$ cat src/rtl/branch_form_decoder.sv
// Second-stage decoder for b / bc / bclr / bcctr. Emits branch-unit micro-ops and splits
// link-register updates into a trailing micro-op.
//
//  state | meaning
//  ------+-------------------------------------------------------------
//  IDLE  | ready to accept a new branch instruction
//  LINK  | micro-op 0 issued with LK=1; LR-write micro-op 1 still owed
module branch_form_decoder #(
    parameter int addressWidth            = 64,
    parameter int instructionWidth        = 32,
    parameter int PidSize                 = 20,
    parameter int TidSize                 = 16,
    parameter int instructionCounterWidth = 64,
    parameter int instMinIdWidth          = 7,
    parameter int opcodeSize              = 6,
    parameter int funcUnitCodeSize        = 3,
    parameter int BranchUnitID            = 6,
    parameter int IFormBit                = 0,
    parameter int BFormBit                = 1,
    parameter int XLFormBit               = 11,
    parameter int invalidCountWidth       = 16,
    parameter int DecoderInstance         = 0
) (
    input  logic                               clock_i,
    input  logic                               reset_i,
    input  logic                               enable_i,
    input  logic                               stall_i,
    input  logic [25:0]                        instFormat_i,
    input  logic [opcodeSize-1:0]              instructionOpcode_i,
    input  logic [instructionWidth-1:0]        instruction_i,
    input  logic [addressWidth-1:0]            instructionAddress_i,
    input  logic                               is64Bit_i,
    input  logic [PidSize-1:0]                 instructionPid_i,
    input  logic [TidSize-1:0]                 instructionTid_i,
    input  logic [instructionCounterWidth-1:0] instructionMajId_i,
    output logic                               busy_o,
    output logic                               enable_o,
    output logic [opcodeSize-1:0]              instructionOpcode_o,
    output logic [addressWidth-1:0]            instructionAddress_o,
    output logic [funcUnitCodeSize-1:0]        functionalUnitType_o,
    output logic [instructionCounterWidth-1:0] instMajId_o,
    output logic [instMinIdWidth-1:0]          instMinId_o,
    output logic                               is64Bit_o,
    output logic [PidSize-1:0]                 instPid_o,
    output logic [TidSize-1:0]                 instTid_o,
    output logic [25:0]                        instructionBody_o,
    output logic                               readsCTR_o,
    output logic                               writesCTR_o,
    output logic                               readsLR_o,
    output logic                               writesLR_o,
    output logic [addressWidth-1:0]            linkAddress_o,
    output logic [invalidCountWidth-1:0]       invalidCount_o
);
    localparam int IW = instructionWidth;
    // PowerPC numbers instruction bits from the MSB, so bit k lives at index IW-1-k
    localparam int Bo2Idx = IW - 1 - 8;
    localparam int LkIdx  = IW - 1 - 31;
    localparam int XoHi   = IW - 1 - 21;
    localparam int XoLo   = IW - 1 - 30;

    localparam logic [opcodeSize-1:0]   OpBc     = opcodeSize'(16);
    localparam logic [opcodeSize-1:0]   OpB      = opcodeSize'(18);
    localparam logic [opcodeSize-1:0]   OpXl     = opcodeSize'(19);
    localparam logic [9:0]              XoBclr   = 10'd16;
    localparam logic [9:0]              XoBcctr  = 10'd528;
    localparam logic [addressWidth-1:0] Low32    = addressWidth'(64'hFFFF_FFFF);
    localparam logic [addressWidth-1:0] LinkStep = addressWidth'(4);

    typedef enum logic {IDLE, LINK} state_t;
    state_t state, state_next;

    logic       bo2, lk;
    logic [9:0] xo;
    logic       dec_valid, dec_rc, dec_wc, dec_rl;
    logic [addressWidth-1:0] link_sum, link_calc;

    logic                               enable_next;
    logic [opcodeSize-1:0]              opcode_next;
    logic [addressWidth-1:0]            address_next;
    logic [funcUnitCodeSize-1:0]        fu_next;
    logic [instructionCounterWidth-1:0] maj_next;
    logic [instMinIdWidth-1:0]          min_next;
    logic                               is64_next;
    logic [PidSize-1:0]                 pid_next;
    logic [TidSize-1:0]                 tid_next;
    logic [25:0]                        body_next;
    logic                               rc_next, wc_next, rl_next, wl_next;
    logic [addressWidth-1:0]            link_next;
    logic [invalidCountWidth-1:0]       count_next;

    logic unused_ok;
    assign unused_ok = (^instruction_i[IW-1:IW-6]) ^ (^instFormat_i) ^ (DecoderInstance != 0);

    assign busy_o = stall_i || (state == LINK);

    always_comb begin
        bo2       = instruction_i[Bo2Idx];
        lk        = instruction_i[LkIdx];
        xo        = instruction_i[XoHi:XoLo];
        dec_valid = 1'b0;
        dec_rc    = 1'b0;
        dec_wc    = 1'b0;
        dec_rl    = 1'b0;
        case (instructionOpcode_i)
            OpB: dec_valid = instFormat_i[IFormBit];
            OpBc: begin
                dec_valid = instFormat_i[BFormBit];
                dec_rc    = !bo2;
                dec_wc    = !bo2;
            end
            OpXl: begin
                if (instFormat_i[XLFormBit]) begin
                    if (xo == XoBclr) begin
                        dec_valid = 1'b1;
                        dec_rl    = 1'b1;
                        dec_rc    = !bo2;
                        dec_wc    = !bo2;
                    end else if (xo == XoBcctr && bo2) begin
                        dec_valid = 1'b1;
                        dec_rc    = 1'b1;
                    end
                end
            end
            default: dec_valid = 1'b0;
        endcase
    end

    // 32-bit mode wraps the return address within the low word
    assign link_sum  = instructionAddress_i + LinkStep;
    assign link_calc = is64Bit_i ? link_sum : (link_sum & Low32);

    always_comb begin
        state_next   = state;
        enable_next  = enable_o;
        opcode_next  = instructionOpcode_o;
        address_next = instructionAddress_o;
        fu_next      = functionalUnitType_o;
        maj_next     = instMajId_o;
        min_next     = instMinId_o;
        is64_next    = is64Bit_o;
        pid_next     = instPid_o;
        tid_next     = instTid_o;
        body_next    = instructionBody_o;
        rc_next      = readsCTR_o;
        wc_next      = writesCTR_o;
        rl_next      = readsLR_o;
        wl_next      = writesLR_o;
        link_next    = linkAddress_o;
        count_next   = invalidCount_o;
        if (!stall_i) begin
            if (state == LINK) begin
                state_next  = IDLE;
                enable_next = 1'b1;
                min_next    = instMinIdWidth'(1);
                rc_next     = 1'b0;
                wc_next     = 1'b0;
                rl_next     = 1'b0;
                wl_next     = 1'b1;
            end else if (enable_i) begin
                if (dec_valid) begin
                    state_next   = lk ? LINK : IDLE;
                    enable_next  = 1'b1;
                    opcode_next  = instructionOpcode_i;
                    address_next = instructionAddress_i;
                    fu_next      = funcUnitCodeSize'(BranchUnitID);
                    maj_next     = instructionMajId_i;
                    min_next     = '0;
                    is64_next    = is64Bit_i;
                    pid_next     = instructionPid_i;
                    tid_next     = instructionTid_i;
                    body_next    = instruction_i[IW-7:IW-32];
                    rc_next      = dec_rc;
                    wc_next      = dec_wc;
                    rl_next      = dec_rl;
                    wl_next      = 1'b0;
                    link_next    = link_calc;
                end else begin
                    enable_next = 1'b0;
                    if (invalidCount_o != '1)
                        count_next = invalidCount_o + invalidCountWidth'(1);
                end
            end else begin
                enable_next = 1'b0;
            end
        end
    end

    always_ff @(posedge clock_i) begin
        if (reset_i)
            state <= IDLE;
        else
            state <= state_next;
    end

    always_ff @(posedge clock_i) begin
        if (reset_i) begin
            enable_o             <= 1'b0;
            instructionOpcode_o  <= '0;
            instructionAddress_o <= '0;
            functionalUnitType_o <= '0;
            instMajId_o          <= '0;
            instMinId_o          <= '0;
            is64Bit_o            <= 1'b0;
            instPid_o            <= '0;
            instTid_o            <= '0;
            instructionBody_o    <= '0;
            readsCTR_o           <= 1'b0;
            writesCTR_o          <= 1'b0;
            readsLR_o            <= 1'b0;
            writesLR_o           <= 1'b0;
            linkAddress_o        <= '0;
            invalidCount_o       <= '0;
        end else begin
            enable_o             <= enable_next;
            instructionOpcode_o  <= opcode_next;
            instructionAddress_o <= address_next;
            functionalUnitType_o <= fu_next;
            instMajId_o          <= maj_next;
            instMinId_o          <= min_next;
            is64Bit_o            <= is64_next;
            instPid_o            <= pid_next;
            instTid_o            <= tid_next;
            instructionBody_o    <= body_next;
            readsCTR_o           <= rc_next;
            writesCTR_o          <= wc_next;
            readsLR_o            <= rl_next;
            writesLR_o           <= wl_next;
            linkAddress_o        <= link_next;
            invalidCount_o       <= count_next;
        end
    end

endmodule

$ cat config.mk
export PLATFORM = sky130hd
export DESIGN_NAME = branch_form_decoder
export DESIGN_NICKNAME = d
export VERILOG_FILES = /design/src/rtl/branch_form_decoder.sv
export SDC_FILE = /design/constraint.sdc
export NUM_CORES = 1
export LEC_CHECK = 0
export ABC_CLOCK_PERIOD_IN_PS = 5100
export CAP_MARGIN = 5
export CORE_AREA = 3 3 204 206
export DETAILED_ROUTE_END_ITERATION = 6
export DIE_AREA = 0 0 207 209
export GPL_TIMING_DRIVEN = 0
export PLACE_DENSITY_LB_ADDON = 0.25
export RECOVER_POWER = 25
export REMOVE_ABC_BUFFERS = 1
export SLEW_MARGIN = 20
export SYNTH_ARGS = -nofsm -noshare
export SYNTH_HDL_FRONTEND = slang
export SYNTH_SLANG_ARGS = --single-unit
$ cat constraint.sdc
create_clock -name clock_i -period 5.1 [get_ports clock_i]
set_clock_uncertainty 0.1 [all_clocks]
set_input_delay 1.02 -clock clock_i [delete_from_list [all_inputs] [get_ports clock_i]]
set_output_delay 1.02 -clock clock_i [all_outputs]
set_load 0.05 [all_outputs]
==> out/qor.csv <==
metric,value,unit
status,"finished, final reports clean",
largest net degree at the start of global routing,119,
htree depth,2,
number of synthesized flops with an enable pin,0,
# hold bufs at CTS,0,
Setup Buffers After CTS,0,
via count,11060,
maximum VDD drop,0.2356,mV
FMAX,0.2189,GHz
actual slew at the worst max-slew pin,1.015,ns
Synth Instances,1370,
Max clock buf depth,3,
worst-skew pair later-pin latency,0.52,ns
CP endpoint kind,flop,
Max-Cap Viols,0,
Min-Delay Startpoint,instMajId_o[24],
Static Leak,6.380,nW
vias in the first global route,10740,
# IOs,526,
sequential area share after synthesis,0.5056,
via/cell ratio,4.671,
layout cells sized above 1,0.04832,
Nets,2052,
Worst Path Required,5.45,ns
die width,207,um
"Distinct cells, synth",43,
data arrival time of the worst path,4.91,ns
final WL,40840,um
Post-synth ARST share,0,
total track usage,0.1794,
Num Clock Sinks,282,
CP dominant cell by count,buf_16,
final setup violation count,0,
area fraction of the dominant cell type after synthesis,0.5056,
Starting Density,0.2804,
Hold Path Depth,2,
syn_area_per_cell,8.150,um^2
Max Fanout on Critical Path,28,
drt pass-1 iters,5,
final hold vios,0,
post_cts resized,0,
hpwl dp,29930,um
CTS tree,built,
period utilization,0.8956,
DRC viols,0,
slew margin rel.,0.3177,
r2r startpoint,state,
global-route wire length before repair,63000,um
RePlAce Congestion,0.8697,
Worst path max stage delay,0.56,ns
wire per inst,17.25,um
Clock transition at path regs,0.06,ns
Power Density,284.8,mW/mm^2
slowest library cell on the worst path,clkdlybuf4s50_1,
max-slew violation count,0,
PortBufs,489,
die height,209,um
FF-to-FF End,linkAddress_o[45],
RSZ-0062 raised after global routing,no,
"flops & latches, synth",282,
reg2reg path depth,8,
FP Rows,73,
total CTS buffers,35,
root buf cell,clkbuf_16,
Mapped Area,0.01117,mm^2
crit start category,input port,
Crit Path Class,in -> reg,
Antenna Violating Nets Remaining,0,
most area-hungry cell type in the Yosys netlist,dfxtp_1,
worst path cell trace,clkdlybuf4s50_1 > or4b_1 > nor4_4 > a21oi_2 > nor2_4 > buf_16 > buf_12 > buf_16 > nand3b_1 > buf_6 > o2bb2ai_1,
most area-consuming cells after synthesis,"dfxtp_1 (51%), nand2_1 (14%), a21oi_1 (9.2%)",
DRT iter0 DRCs,581,
initial antenna violation count,0,
Hold EP,instMajId_o[24],
hold slack final,0.3481,ns
Hold WC Path Type,reg -> reg,
synthesis-to-layout area growth,60.08,%
Yosys warnings,0,
post-layout util,0.4489,
GR Overflow Total,0,
Die ar.,0.04326,mm^2
Synth Flop Type,dfxtp_1,
setup TNS,0,ns
core area,0.03982,mm^2
reg2reg setup slack,2.09,ns
Final min period,4.568,ns
## how the worst max path moves through the flow
stage                     cells past startpoint                    from                endpoint
final                                        11  instructionOpcode_i[1]       linkAddress_o[45]
after global placement                        7  instructionOpcode_i[1]  instructionOpcode_o[5]
after detailed placement                     11  instructionOpcode_i[1]       linkAddress_o[45]
after global routing                         11  instructionOpcode_i[1]       linkAddress_o[45]
after CTS                                    11  instructionOpcode_i[1]       linkAddress_o[45]
after floorplan                               6  instructionOpcode_i[5]  instructionOpcode_o[2]
## cells in the mapped netlist, types with 2 or more instances
library cell  instances
a211oi_1             28
a21oi_1             206
and2_1                6
and3_1               16
and4_1               11
buf_2                46
buf_4                14
clkbuf_1             43
dfxtp_1             282
ha_1                  2
inv_1                 7
mux2i_1               2
nand2_1             420
nand2b_1              3
nand3_1              35
nand4_1              29
nor2_1               63
nor3_1               15
nor4_1                3
o21ai_0               5
o2bb2ai_1            32
o31ai_1               5
or2_2                 2
or3_1                 4
or4_1                 5
xnor2_1              22
xor2_1               48
## metrics by stage
stage,total power [mW],area (um^2),setup slack (ns),cells
floorplan,2.349,10690,-4.711,1273
global placement,2.602,16240,-11.96,2287
detailed placement,2.610,16690,-0.03162,2305
CTS,5.182,17870,0.5223,2367
global route,5.282,17870,0.2346,2367
finish,5.090,17870,0.5323,2368
## cell usage in the layout, fill, tap and decap left out, types with 2 or more instances in the layout
| master | instances |
|---|---|
| buf_16 | 11 |
| buf_12 | 4 |
| clkbuf_8 | 13 |
| clkbuf_1 | 6 |
| nor2_4 | 2 |
| ha_1 | 2 |
| a211oi_1 | 28 |
| nor4_1 | 3 |
| mux2i_1 | 2 |
| or2_2 | 2 |
| and2_1 | 6 |
| dfxtp_1 | 282 |
| dlygate4sd3_1 | 142 |
| clkbuf_16 | 37 |
| or4_1 | 5 |
| or3_1 | 4 |
| and4_1 | 11 |
| clkinv_2 | 4 |
| o21ai_0 | 5 |
| nand2b_1 | 2 |
| o31ai_1 | 5 |
| a21oi_1 | 206 |
| conb_1 | 7 |
| nor2_1 | 62 |
| xor2_1 | 48 |
| nand4_1 | 29 |
| nor3_1 | 14 |
| clkdlybuf4s50_1 | 346 |
| xnor2_1 | 22 |
| buf_6 | 2 |
| inv_1 | 7 |
| nand3_1 | 35 |
| nand2_1 | 420 |
| o2bb2ai_1 | 32 |
| and3_1 | 16 |
## per-layer routing
layer	global-route usage	part of all wire
met5	0	0
met4	0.05875	0.026
met3	0.06275	0.081
met2	0.3037	0.49
met1	0.2131	0.41
## cell families after synthesis
kind of cell | count (synthesis) | share of synthesized area
and+or+nand+nor | 624 | 0.2441
DFF | 282 | 0.5056
AOI/OAI and AO/OA | 279 | 0.1442
buffers and inverters | 110 | 0.04684
xor gates and xnor gates | 70 | 0.05491
adders and majority gates | 2 | 0.002241
muxes | 2 | 0.001793
other | 1 | 0.0003358
## registers in the layout (all words and copies together) (netlist names)
register / cells
enable_o: 1
functionalUnitType_o: 1
invalidCount_o: 16
readsCTR_o: 1
instructionBody_o: 26
instructionAddress_o: 64
writesCTR_o: 1
state: 1
instPid_o: 20
instructionOpcode_o: 6
readsLR_o: 1
instMinId_o: 1
instMajId_o: 64
is64Bit_o: 1
linkAddress_o: 62
instTid_o: 16
## worst max-delay path, delay by kind of cell
family                 cells  cell delay [ns]
AND/OR/NAND/NOR            4             1.89
buffers and inverters      5             1.50
AO/OA/AOI/OAI              2             0.43
## final cells by class
cell class,instances,area [um^2]
antenna,1,2.502
clock buffer,56,1127
clock inverter,6,58.81
fill,3963,21950
inverter,7,26.28
multi-input combinational,984,5045
sequential,282,5645
tap,525,656.9
timing repair buffer,507,5313
## power breakdown
group          switching, mW  total [mW]  internal [mW]
registers            0.00377        2.21           2.21
clock network          0.968        2.53           1.56
logic                  0.166       0.349          0.183
(Power assumes the default switching activity.)
